**src/rtl/cache_mem_arbiter_if.sv**
```systemverilog
// Bundle of the icache, dcache and physical-memory handshakes around the arbiter.
// The master modport is the arbiter's view; slave is the view of the caches and memory.
interface cache_mem_arbiter_if #(
  parameter int unsigned ADDR_WIDTH = 16,
  parameter int unsigned LINE_WIDTH = 128
);
  // icache miss path
  logic                  i_pmem_read;
  logic [ADDR_WIDTH-1:0] i_pmem_address;
  logic [LINE_WIDTH-1:0] i_pmem_rdata;
  logic                  i_pmem_resp;

  // dcache miss / writeback path
  logic                  d_pmem_read;
  logic                  d_pmem_write;
  logic [ADDR_WIDTH-1:0] d_pmem_address;
  logic [LINE_WIDTH-1:0] d_pmem_wdata;
  logic [LINE_WIDTH-1:0] d_pmem_rdata;
  logic                  d_pmem_resp;

  // physical memory port
  logic                  pmem_read;
  logic                  pmem_write;
  logic [ADDR_WIDTH-1:0] pmem_address;
  logic [LINE_WIDTH-1:0] pmem_wdata;
  logic [LINE_WIDTH-1:0] pmem_rdata;
  logic                  pmem_resp;

  modport master (
    input  i_pmem_read, i_pmem_address,
    input  d_pmem_read, d_pmem_write, d_pmem_address, d_pmem_wdata,
    input  pmem_rdata, pmem_resp,
    output i_pmem_rdata, i_pmem_resp,
    output d_pmem_rdata, d_pmem_resp,
    output pmem_read, pmem_write, pmem_address, pmem_wdata
  );

  modport slave (
    output i_pmem_read, i_pmem_address,
    output d_pmem_read, d_pmem_write, d_pmem_address, d_pmem_wdata,
    output pmem_rdata, pmem_resp,
    input  i_pmem_rdata, i_pmem_resp,
    input  d_pmem_rdata, d_pmem_resp,
    input  pmem_read, pmem_write, pmem_address, pmem_wdata
  );
endinterface

```
**src/rtl/cache_mem_arbiter.sv**
```systemverilog
// Shares one physical-memory port between the icache and dcache miss paths,
// one line transfer at a time, alternating grants when both sides miss together.
module cache_mem_arbiter #(
  parameter int unsigned ADDR_WIDTH = 16,
  parameter int unsigned LINE_WIDTH = 128
) (
  input  logic                clk,
  input  logic                reset,
  cache_mem_arbiter_if.master bus
);

  typedef enum logic [1:0] {
    IDLE    = 2'd0,
    SERVE_I = 2'd1,
    SERVE_D = 2'd2
  } state_t;

  typedef enum logic {
    GRANT_I = 1'b0,
    GRANT_D = 1'b1
  } grant_t;

  // Transfer latched at grant time; held stable for the whole memory access.
  typedef struct packed {
    logic                  rd;
    logic                  wr;
    logic [ADDR_WIDTH-1:0] addr;
    logic [LINE_WIDTH-1:0] wdata;
  } xfer_t;

  state_t state_q, state_d;
  grant_t last_q, last_d;
  xfer_t  xfer_q, xfer_d;

  logic i_req;
  logic d_req;
  logic grant_i;

  assign i_req = bus.i_pmem_read;
  assign d_req = bus.d_pmem_read | bus.d_pmem_write;

  // On contention the side that was not served last wins.
  assign grant_i = i_req & (~d_req | (last_q == GRANT_D));

  always_ff @(posedge clk or posedge reset) begin
    if (reset) begin
      state_q <= IDLE;
      last_q  <= GRANT_I;
      xfer_q  <= '0;
    end else begin
      state_q <= state_d;
      last_q  <= last_d;
      xfer_q  <= xfer_d;
    end
  end

  always_comb begin
    state_d = state_q;
    last_d  = last_q;
    xfer_d  = xfer_q;

    unique case (state_q)
      IDLE: begin
        xfer_d.rd = 1'b0;
        xfer_d.wr = 1'b0;
        if (grant_i) begin
          state_d     = SERVE_I;
          xfer_d.rd   = 1'b1;
          xfer_d.wr   = 1'b0;
          xfer_d.addr = bus.i_pmem_address;
        end else if (d_req) begin
          // A dcache asserting both strobes is treated as a writeback.
          state_d      = SERVE_D;
          xfer_d.rd    = ~bus.d_pmem_write;
          xfer_d.wr    = bus.d_pmem_write;
          xfer_d.addr  = bus.d_pmem_address;
          xfer_d.wdata = bus.d_pmem_wdata;
        end
      end

      SERVE_I, SERVE_D: begin
        if (bus.pmem_resp) begin
          state_d   = IDLE;
          last_d    = (state_q == SERVE_I) ? GRANT_I : GRANT_D;
          xfer_d.rd = 1'b0;
          xfer_d.wr = 1'b0;
        end
      end

      default: begin
        state_d   = IDLE;
        xfer_d.rd = 1'b0;
        xfer_d.wr = 1'b0;
      end
    endcase
  end

  assign bus.pmem_read    = xfer_q.rd;
  assign bus.pmem_write   = xfer_q.wr;
  assign bus.pmem_address = xfer_q.addr;
  assign bus.pmem_wdata   = xfer_q.wdata;

  // Memory completion is forwarded to the owner with no added cycle.
  assign bus.i_pmem_resp  = (state_q == SERVE_I) & bus.pmem_resp;
  assign bus.d_pmem_resp  = (state_q == SERVE_D) & bus.pmem_resp;
  assign bus.i_pmem_rdata = bus.pmem_rdata;
  assign bus.d_pmem_rdata = bus.pmem_rdata;

endmodule

```
**src/flat_wrapper.sv**
```systemverilog
// flat-port wrapper written by rule: the top's interface ports become plain ports
module cache_mem_arbiter_flat 
#(
  parameter int unsigned ADDR_WIDTH = 16,
  parameter int unsigned LINE_WIDTH = 128
)
  (clk, reset, bus_i_pmem_read, bus_i_pmem_address, bus_d_pmem_read, bus_d_pmem_write, bus_d_pmem_address, bus_d_pmem_wdata, bus_pmem_rdata, bus_pmem_resp, bus_i_pmem_rdata, bus_i_pmem_resp, bus_d_pmem_rdata, bus_d_pmem_resp, bus_pmem_read, bus_pmem_write, bus_pmem_address, bus_pmem_wdata);
  cache_mem_arbiter_if #(.ADDR_WIDTH(ADDR_WIDTH), .LINE_WIDTH(LINE_WIDTH)) bus_i ();
  input  logic clk;
  input  logic reset;
  input wire logic [$bits(bus_i.i_pmem_read)-1:0] bus_i_pmem_read;
  input wire logic [$bits(bus_i.i_pmem_address)-1:0] bus_i_pmem_address;
  input wire logic [$bits(bus_i.d_pmem_read)-1:0] bus_d_pmem_read;
  input wire logic [$bits(bus_i.d_pmem_write)-1:0] bus_d_pmem_write;
  input wire logic [$bits(bus_i.d_pmem_address)-1:0] bus_d_pmem_address;
  input wire logic [$bits(bus_i.d_pmem_wdata)-1:0] bus_d_pmem_wdata;
  input wire logic [$bits(bus_i.pmem_rdata)-1:0] bus_pmem_rdata;
  input wire logic [$bits(bus_i.pmem_resp)-1:0] bus_pmem_resp;
  output wire logic [$bits(bus_i.i_pmem_rdata)-1:0] bus_i_pmem_rdata;
  output wire logic [$bits(bus_i.i_pmem_resp)-1:0] bus_i_pmem_resp;
  output wire logic [$bits(bus_i.d_pmem_rdata)-1:0] bus_d_pmem_rdata;
  output wire logic [$bits(bus_i.d_pmem_resp)-1:0] bus_d_pmem_resp;
  output wire logic [$bits(bus_i.pmem_read)-1:0] bus_pmem_read;
  output wire logic [$bits(bus_i.pmem_write)-1:0] bus_pmem_write;
  output wire logic [$bits(bus_i.pmem_address)-1:0] bus_pmem_address;
  output wire logic [$bits(bus_i.pmem_wdata)-1:0] bus_pmem_wdata;
  assign bus_i.i_pmem_read = bus_i_pmem_read;
  assign bus_i.i_pmem_address = bus_i_pmem_address;
  assign bus_i.d_pmem_read = bus_d_pmem_read;
  assign bus_i.d_pmem_write = bus_d_pmem_write;
  assign bus_i.d_pmem_address = bus_d_pmem_address;
  assign bus_i.d_pmem_wdata = bus_d_pmem_wdata;
  assign bus_i.pmem_rdata = bus_pmem_rdata;
  assign bus_i.pmem_resp = bus_pmem_resp;
  assign bus_i_pmem_rdata = bus_i.i_pmem_rdata;
  assign bus_i_pmem_resp = bus_i.i_pmem_resp;
  assign bus_d_pmem_rdata = bus_i.d_pmem_rdata;
  assign bus_d_pmem_resp = bus_i.d_pmem_resp;
  assign bus_pmem_read = bus_i.pmem_read;
  assign bus_pmem_write = bus_i.pmem_write;
  assign bus_pmem_address = bus_i.pmem_address;
  assign bus_pmem_wdata = bus_i.pmem_wdata;
  cache_mem_arbiter #(.ADDR_WIDTH(ADDR_WIDTH), .LINE_WIDTH(LINE_WIDTH)) u_core (.clk(clk), .reset(reset), .bus(bus_i));
endmodule
```
**config.mk**
```make
export PLATFORM = sky130hd
export DESIGN_NAME = cache_mem_arbiter_flat
export DESIGN_NICKNAME = d
export VERILOG_FILES = /design/src/rtl/cache_mem_arbiter_if.sv /design/src/rtl/cache_mem_arbiter.sv /design/src/flat_wrapper.sv
export SDC_FILE = /design/constraint.sdc
export NUM_CORES = 1
export LEC_CHECK = 0
export CORE_AREA = 2 2 271 273
export CTS_BUF_LIST = sky130_fd_sc_hd__clkbuf_16
export DETAILED_ROUTE_END_ITERATION = 12
export DIE_AREA = 0 0 273 275
export PLACE_DENSITY_LB_ADDON = 0.12
export SYNTH_ARGS = -nofsm -noshare
export SYNTH_HDL_FRONTEND = slang
export SYNTH_SLANG_ARGS = --single-unit
export TNS_END_PERCENT = 100
```
**constraint.sdc**
```tcl
create_clock -name clk -period 6.1 [get_ports clk]
set_input_delay 1.22 -clock clk [delete_from_list [all_inputs] [get_ports clk]]
set_output_delay 1.22 -clock clk [all_outputs]
set_load 0.02 [all_outputs]
```
==> impl_table.tex, run 1 <==
\begin{tabular}{lr}
\hline
Metric & Value \\
\hline
\multicolumn{2}{l}{\textbf{Cells and area}} \\
Layout net count & 990 \\
Final core occ & 0.153 \\
\# fillers & 8059 \\
Fraction of final layout cells sized beyond drive strength 1 & 0.235 \\
Post-layout instance count excluding filler cells & between 1.5k and 2k \\
Area delta synth->final & 35.6\% \\
Footprint of the flip-flops and latches & 3730 um\^{}2 \\
Area used by multi-input combinational logic & 2310 um\^{}2 \\
\multicolumn{2}{l}{\textbf{Job}} \\
Max cap viols & 0 \\
\multicolumn{2}{l}{\textbf{Yosys}} \\
Number of distinct standard cells referenced by the synthesized netlist & 25 \\
Yosys warning count & 0 \\
Mean area per synthesized cell & 12.9 um\^{}2 \\
Dominant combinational cell family by area after synthesis & buffers and inverters \\
Top area cells in the synthesized netlist & sky130\_fd\_sc\_hd\_\_dfrtp\_1, sky130\_fd\_sc\_hd\_\_buf\_4, sky130\_fd\_sc\_hd\_\_mux2\_4, sky130\_fd\_sc\_hd\_\_mux2\_2, sky130\_fd\_sc\_hd\_\_buf\_6 \\
Post-synthesis compound-gate area fraction & 0.0381 \\
Post-synth EDFFs & 0 \\
Fraction of post-synthesis cell area in the top cell type by area & 0.458 \\
Total standard cell area after synthesis & a little over 8000 um\^{}2 \\
Sequential area share after synthesis & 0.458 \\
Nets in the synthesized netlist & between 900 and 1k \\
Post-synthesis async set-or-reset flop share & 1.00 \\
Basic-gate share of the synthesized area counting and, or, nand and nor cells & 0.0160 \\
Yosys top cell by area & sky130\_fd\_sc\_hd\_\_dfrtp\_1 \\
Xor and xnor area share after synthesis & 0 \\
Synth Area in Adders & 0.00461 \\
Cell count after synthesis & roughly 630 \\
Leading register cell type out of synthesis & sky130\_fd\_sc\_hd\_\_dfrtp\_1 \\
FF+latch count, synth & between 100 and 150 \\
Post-synthesis mux area share & 0.223 \\
\multicolumn{2}{l}{\textbf{CTS}} \\
Post-cts hold buffer count & 0 \\
Reg clk slew, reported paths & $\sim$0.070 ns \\
Total number of clock tree sinks & 149 \\
CTS tree & built \\
Setup repair bufs after CTS & 0 \\
Latest clock arrival within the worst-skew pair & about 0.5 ns \\
Max Buffers Root-to-Sink & 2 \\
Number of buffers inserted during clock tree synthesis & 17 \\
Clock Root Buffer & sky130\_fd\_sc\_hd\_\_clkbuf\_16 \\
Number of H-tree levels & 4 \\
Count of instances resized after the clock tree is built & 0 \\
\multicolumn{2}{l}{\textbf{Route}} \\
Detailed-route wire length per cell & approximately 15 um \\
Total Wirelength & $\sim$26000 um \\
Number of routed nets with antenna violations & 0 \\
Final routed DRC violation total & 0 \\
Post-DR vias/cell & 2.70 \\
First-pass DRT Iterations & 4 \\
Via total after detailed routing & around 4.5k \\
Count of routing violations after the opening detailed-route iteration & 122 \\
\multicolumn{2}{l}{\textbf{Hold path}} \\
Hold Path Stages & 2 \\
Classification of the worst-slack hold path & flip-flop to flip-flop \\
Launch point of the worst hold path & u\_core.bus.pmem\_read \\
Sink of the worst hold path & u\_core.bus.pmem\_read \\
\multicolumn{2}{l}{\textbf{STA}} \\
Setup skew after layout & $\sim$0.032 ns \\
Maximum operating frequency & 0.253 GHz \\
Transition time of the tightest slew-check pin & a little under 1 ns \\
Final worst path period need & slightly below 4 ns \\
Final count of negative-setup-slack endpoints & 0 \\
Final worst path period share & 0.649 \\
Max Transition Viols Final & 0 \\
RSZ-0062 raised after global routing & no \\
Final hold violations & 0 \\
Worst Hold Slack & 0.492 ns \\
Slew headroom & 0.357 \\
Setup\_tns & 0 ns \\
\multicolumn{2}{l}{\textbf{Floorplan}} \\
Floorplan die width & about 270 um \\
Die height & about 280 um \\
Starting utilization of the core area & 0.113 \\
Count of pins on the block boundary & 698 \\
Die area & between 70000 and 80000 um\^{}2 \\
Core Footprint & a little over 70000 um\^{}2 \\
Total number of placement rows & roughly 100 \\
\multicolumn{2}{l}{\textbf{Setup path}} \\
Category of the most critical setup path & primary input to flip-flop \\
Terminus of the critical flop-to-flop path & u\_core.bus.pmem\_wdata[28] \\
Crit. End Element & flip-flop \\
Critical path peak fanout & just under 60 \\
Depth of the worst register-to-register path & 4 \\
Data arrival time at the worst-slack endpoint & around 4.3 ns \\
Origin of the critical flop-to-flop path & u\_core.last\_q \\
Crit start category & primary input \\
Worst-case register-to-register setup slack & about 3.6 ns \\
Worst EP required & roughly 6.4 ns \\
\multicolumn{2}{l}{\textbf{GRT}} \\
Global-route wire length before repair & 36400 um \\
Sum of overflow across all layers after global routing & 0 \\
Total global-route track usage & 0.0685 \\
Vias in the first global route & $\sim$5.1k \\
Number of antenna violations at the first check in global routing & 3 \\
Largest net degree at the start of global routing & 104 \\
\multicolumn{2}{l}{\textbf{Power and ir drop}} \\
Reg power frac & 0.294 \\
Final Total Pwr & 6090 uW \\
Part of the power in the clock network & 0.181 \\
Net switching power of the design & around 2300 uW \\
Combinational power share & 0.525 \\
Switching power as a share of total power & 0.372 \\
Leakage power of the design & approximately 0.0045 uW \\
Total internal power & about 3800 uW \\
Peak ir drop on the vdd network & roughly 0.00024 V \\
Pwr dens & roughly 550 nW/um\^{}2 \\
\multicolumn{2}{l}{\textbf{Placement}} \\
Placer's final routability congestion estimate & roughly 0.64 \\
Number of port buffers & approximately 310 \\
Hpwl dp & between 15000 and 20000 um \\
Placed Cells incl. Taps & $\sim$1.6k \\
\multicolumn{2}{l}{\textbf{Status}} \\
Status & finished, final reports clean \\
\hline
\end{tabular}
[critical path: stages]
cell and delay (ns):
sky130_fd_sc_hd__clkdlybuf4s50_1 0.91, sky130_fd_sc_hd__a2bb2oi_4 0.75, sky130_fd_sc_hd__nand2_8 0.45, sky130_fd_sc_hd__buf_12 0.45, sky130_fd_sc_hd__mux2_2 0.31
[sequential cells by signal (all words and copies together), names as in the netlist]
register	cells
u_core.bus.pmem_wdata	128
u_core.bus.pmem_address	16
u_core.state_q	2
u_core.bus.pmem_read	1
u_core.bus.pmem_write	1
u_core.last_q	1
[power groups by stage]
| stage | logic, uW | registers (uW) | clock network, uW |
|---|---|---|---|
| 5_1_grt | 3410 | 1860 | 1220 |
| 3_5_place_dp | 3270 | 1800 | 0 |
| 3_3_place_gp | 3280 | 1820 | 0 |
| 4_1_cts | 3280 | 1800 | 1200 |
| 2_1_floorplan | 1470 | 2390 | 0 |
| 6_report | 3200 | 1790 | 1100 |
[metrics by stage]
| step | cell area [um^2] | worst slack, ns |
|---|---|---|
| floorplan | 8140 | 0.872 |
| global placement | 10500 | 1.63 |
| detailed placement | 10500 | 1.62 |
| CTS | 11000 | 2.17 |
| global route | 11000 | 1.95 |
| finish | 11000 | 2.14 |
[kinds of logic after synthesis]
kind of cell,count (synthesis)
buffers and inverters,281
DFF,149
muxes,128
AOI/OAI and AO/OA,43
and+or+nand+nor,29
adders and majority gates,3
[layout make-up]
class,instances,share of cell area
Antenna cell,1,0.000227
Multi-Input combinational cell,203,0.209
Inverter,4,0.00181
Sequential cell,149,0.338
Timing Repair Buffer,318,0.291
Clock inverter,14,0.0128
Clock buffer,17,0.0386
Tap cell,959,0.109
[synthesized netlist by cell type, drive strengths merged (3+ instances only)]
cell type	number
buf	271
dfrtp	149
mux2	128
a21oi	19
nor2	18
a32oi	16
clkbuf	6
nand2	5
inv	4
ha	3
[layout by cell type, fill, tap and decap left out, drive strengths merged]
cell	synthesis	layout
clkinv	0	3
bufinv	0	1
clkdlybuf4s50	0	313
nor2b	2	2
nand2	5	5
buf	271	5
o21bai	1	1
ha	3	3
nand2b	1	1
and2	2	2
a21o	1	1
inv	4	12
a32oi	16	16
o31a	1	1
dfrtp	149	149
mux2	128	128
a21oi	19	19
nor2	18	18
nor4bb	1	1
diode	0	1
clkinvlp	0	2
o22ai	1	1
o21ai	2	2
clkbuf	6	17
a22o	1	1
a2bb2oi	1	1
[worst max-delay path by stage]
stage,startpoint,end,slack [ns],depth (start not counted)
6_report,bus_i_pmem_read,u_core.bus.pmem_wdata[28],2.14,5
5_1_grt,bus_i_pmem_read,u_core.bus.pmem_wdata[31],1.95,5
4_1_cts,bus_i_pmem_read,u_core.bus.pmem_wdata[68],2.17,5
3_5_place_dp,bus_i_pmem_read,u_core.bus.pmem_wdata[74],1.62,5
3_3_place_gp,bus_i_pmem_read,u_core.bus.pmem_wdata[54],1.63,5
2_1_floorplan,reset,u_core.bus.pmem_address[0],0.87,1
[routing by layer]
| metal | part of all wire | up-vias | GRT usage |
|---|---|---|---|
| li1 | - | 1977 | - |
| met1 | 0.35 | 2080 | 0.0671 |
| met2 | 0.44 | 306 | 0.0992 |
| met3 | 0.14 | 123 | 0.0462 |
| met4 | 0.066 | 8 | 0.0572 |
| met5 | 0.0046 | - | 0.00689 |
Note: power is estimated with default switching activity, not from simulation.
==> inputs of run 2 (changes only) <==
Settings changed: CORE_AREA 2 2 271 273 to 2 2 272 274, DIE_AREA 0 0 273 275 to 0 0 274 276.
Clock period 6.1 ns to 3.4 ns, I/O delays scaled along.
==> run 2 against run 1 <==
  * First-iteration DRC count grew 18%
  * Critical path type is now primary input to primary output
  * Combinational power up 81%
  * Final area up 1.2%
  * Flip-flop and latch count is the same
  * Cell count up 0.60%
  * Highest routed layer unchanged
==> impl_table.tex, run 2 (synthesis gave the netlist of run 1 again) <==
\begin{tabular}{lr}
\hline
Metric & Value \\
\hline
\multicolumn{2}{l}{\textbf{GRT}} \\
Largest net degree at the start of global routing & 48 (-54\%) \\
Number of antenna violations at the first check in global routing & 1 (-2) \\
Sum of overflow across all layers after global routing & 0 (unchanged) \\
Vias in the first global route & 5350 (+4.8\%) \\
Total global-route track usage & 0.0686 (about the same) \\
Global-route wire length before repair & 37100 um (+1.9\%) \\
\multicolumn{2}{l}{\textbf{Floorplan}} \\
Die area & 75600 um\^{}2 (+0.73\%) \\
Die height & 276 um (+0.36\%) \\
Count of pins on the block boundary & 698 (unchanged) \\
Floorplan die width & 274 um (+0.37\%) \\
Core Footprint & 72600 um\^{}2 (+0.34\%) \\
Starting utilization of the core area & 0.112 (-0.000384) \\
Total number of placement rows & 99 (unchanged) \\
\multicolumn{2}{l}{\textbf{STA}} \\
Final worst path period share & 0.772 \\
Worst Hold Slack & 0.505 ns (+0.0127 ns) \\
Final count of negative-setup-slack endpoints & 0 (unchanged) \\
Maximum operating frequency & between 0.3 and 0.4 GHz \\
Setup\_tns & 0 ns (unchanged) \\
RSZ-0062 raised after global routing & no \\
Transition time of the tightest slew-check pin & 0.494 ns (-0.467 ns) \\
Setup skew after layout & 0.0207 ns (-0.0112 ns) \\
Slew headroom & 0.670 (+0.313) \\
Final hold violations & 0 (unchanged) \\
Fin worst setup slack & 0.776 ns (-1.36 ns) \\
Final worst path period need & 2.62 ns \\
Max Transition Viols Final & 0 (unchanged) \\
\multicolumn{2}{l}{\textbf{Cells and area}} \\
Area used by multi-input combinational logic & 2310 um\^{}2 (unchanged) \\
Largest register FFs & 128 (unchanged) \\
Number of antenna repair diodes & 0 (-1) \\
Commonest cells after routing, fill and taps aside & sky130\_fd\_sc\_hd\_\_clkdlybuf4s50\_1, sky130\_fd\_sc\_hd\_\_dfrtp\_1, sky130\_fd\_sc\_hd\_\_mux2\_4, sky130\_fd\_sc\_hd\_\_mux2\_2, sky130\_fd\_sc\_hd\_\_a21oi\_1 \\
Footprint of the flip-flops and latches & 3730 um\^{}2 (unchanged) \\
\# fillers & 8088 (+0.36\%) \\
Commonest non-fill, non-tap cell in the layout & sky130\_fd\_sc\_hd\_\_clkdlybuf4s50\_1 \\
Fraction of final layout cells sized beyond drive strength 1 & 0.249 (+0.0131) \\
Layout net count & 1000 (+1.0\%) \\
Area delta synth->final & 37.2\% \\
Post-layout instance count excluding filler cells & 1675 (+0.60\%) \\
\multicolumn{2}{l}{\textbf{Setup path}} \\
Depth of the worst register-to-register path & 5 (+1) \\
Worst-case register-to-register setup slack & 1.32 ns (-2.31 ns) \\
Terminus of the critical flop-to-flop path & u\_core.bus.pmem\_wdata[114] \\
Slowest cell on the critical path & sky130\_fd\_sc\_hd\_\_clkdlybuf4s50\_1 \\
Start point of the critical path & bus\_pmem\_resp \\
Data arrival time at the worst-slack endpoint & 1.94 ns (-2.36 ns) \\
Number of cells on the critical path & 3 (-2) \\
Most repeated library cell on the critical path & sky130\_fd\_sc\_hd\_\_clkdlybuf4s50\_1 \\
Origin of the critical flop-to-flop path & u\_core.state\_q[0] \\
Worst EP required & 2.72 ns (-3.72 ns) \\
Slowest cell delay on critical path & 0.60 ns (-0.31 ns) \\
Critical path's top delay family & buffers and inverters \\
Crit. End Element & primary output \\
Crit start category & primary input \\
Critical path peak fanout & 4 (-93\%) \\
CP Buf/Inv Count & 2 (unchanged) \\
Worst setup path endpoint & bus\_i\_pmem\_resp \\
Category of the most critical setup path & primary input to primary output \\
Sequence of cells on the critical path & clkdlybuf4s50\_1, and2\_1, clkdlybuf4s50\_1 \\
\multicolumn{2}{l}{\textbf{Power and ir drop}} \\
Switching power as a share of total power & 0.370 (-0.00207) \\
Peak ir drop on the vdd network & 0.000350 V (+49\%) \\
Reg power frac & 0.290 (-0.004) \\
Pwr dens & 992 nW/um\^{}2 (+80\%) \\
Part of the power in the clock network & 0.188 (+0.007) \\
Combinational power share & 0.522 (-0.003) \\
Total internal power & 6980 uW (+83\%) \\
Leakage power of the design & 0.00453 uW (+1.8\%) \\
Final Total Pwr & 11100 uW (+82\%) \\
Net switching power of the design & 4100 uW (+81\%) \\
\multicolumn{2}{l}{\textbf{CTS}} \\
Reg clk slew, reported paths & 0.06 ns (about the same) \\
Setup repair bufs after CTS & 0 (unchanged) \\
Post-cts hold buffer count & 0 (unchanged) \\
CTS tree & built \\
Number of buffers inserted during clock tree synthesis & 17 (unchanged) \\
Clock Root Buffer & sky130\_fd\_sc\_hd\_\_clkbuf\_16 \\
Latest clock arrival within the worst-skew pair & 0.49 ns (about the same) \\
Number of H-tree levels & 4 (unchanged) \\
Max Buffers Root-to-Sink & 2 (unchanged) \\
Total number of clock tree sinks & 149 (unchanged) \\
Count of instances resized after the clock tree is built & 0 (unchanged) \\
\multicolumn{2}{l}{\textbf{Placement}} \\
Worst setup timing slack at the placement stage & 0.725 ns (-0.896 ns) \\
Hpwl dp & 18900 um (+4.5\%) \\
Number of port buffers & 313 (unchanged) \\
Placed Cells incl. Taps & 1643 (+0.61\%) \\
Placer's final routability congestion estimate & 0.647 (+1.4\%) \\
\multicolumn{2}{l}{\textbf{Route}} \\
Final routed DRC violation total & 0 (unchanged) \\
Post-DR vias/cell & 2.69 (-0.49\%) \\
First-pass DRT Iterations & 4 (unchanged) \\
Count of routing violations after the opening detailed-route iteration & 144 (+18\%) \\
Via total after detailed routing & 4499 (+0.11\%) \\
Total Wirelength & 25400 um (-0.37\%) \\
Number of routed nets with antenna violations & 0 (unchanged) \\
Detailed-route wire length per cell & 15.2 um (-0.97\%) \\
\multicolumn{2}{l}{\textbf{Job}} \\
Max cap viols & 0 (unchanged) \\
\multicolumn{2}{l}{\textbf{Status}} \\
Status & finished, final reports clean \\
\multicolumn{2}{l}{\textbf{Hold path}} \\
Classification of the worst-slack hold path & flip-flop to flip-flop \\
\hline
\end{tabular}
-- run 2: layer usage --
layer / up-vias / track usage / routed length (um)
met1: 2139 / 0.0620 / 8500
met3: 109 / 0.0422 / 3020
met4: 2 / 0.0543 / 1670
met2: 248 / 0.110 / 12200
li1: 2001 / - / -
met5: - / 0 / 11
-- run 2: power by group through the flow --
stage	combinational [uW]	clock (uW)	sequential, uW
after detailed placement	5930	0	3220
after CTS	5940	2240	3230
after global routing	6140	2270	3350
after floorplan	2640	0	4290
after global placement	5950	0	3270
final	5780	2090	3210
-- run 2: final cells by class --
class	count	area share
clock buffer	17	0.0381
clock inverter	15	0.0162
inverter	4	0.00168
multi-input combinational	203	0.207
sequential	149	0.334
tap	959	0.107
timing repair buffer	328	0.296
-- run 2: per-stage QoR --
step                       util  area, um^2
final                     0.154       11200
after global routing      0.154       11200
after CTS                 0.154       11200
after detailed placement  0.146       10600
after global placement    0.146       10600
after floorplan               -        8140
-- run 2: how the worst min path moves through the flow --
stage | startpoint | to | slack [ns] | depth (start not counted)
after global routing | u_core.bus.pmem_wdata[68] | u_core.bus.pmem_wdata[68] | 0.51 | 1
final | u_core.bus.pmem_wdata[31] | u_core.bus.pmem_wdata[31] | 0.51 | 1
after global placement | u_core.bus.pmem_wdata[25] | u_core.bus.pmem_wdata[25] | 0.49 | 1
after CTS | u_core.bus.pmem_wdata[32] | u_core.bus.pmem_wdata[32] | 0.51 | 1
after detailed placement | u_core.bus.pmem_wdata[64] | u_core.bus.pmem_wdata[64] | 0.49 | 1
after floorplan | u_core.state_q[0] | u_core.state_q[0] | 0.51 | 2
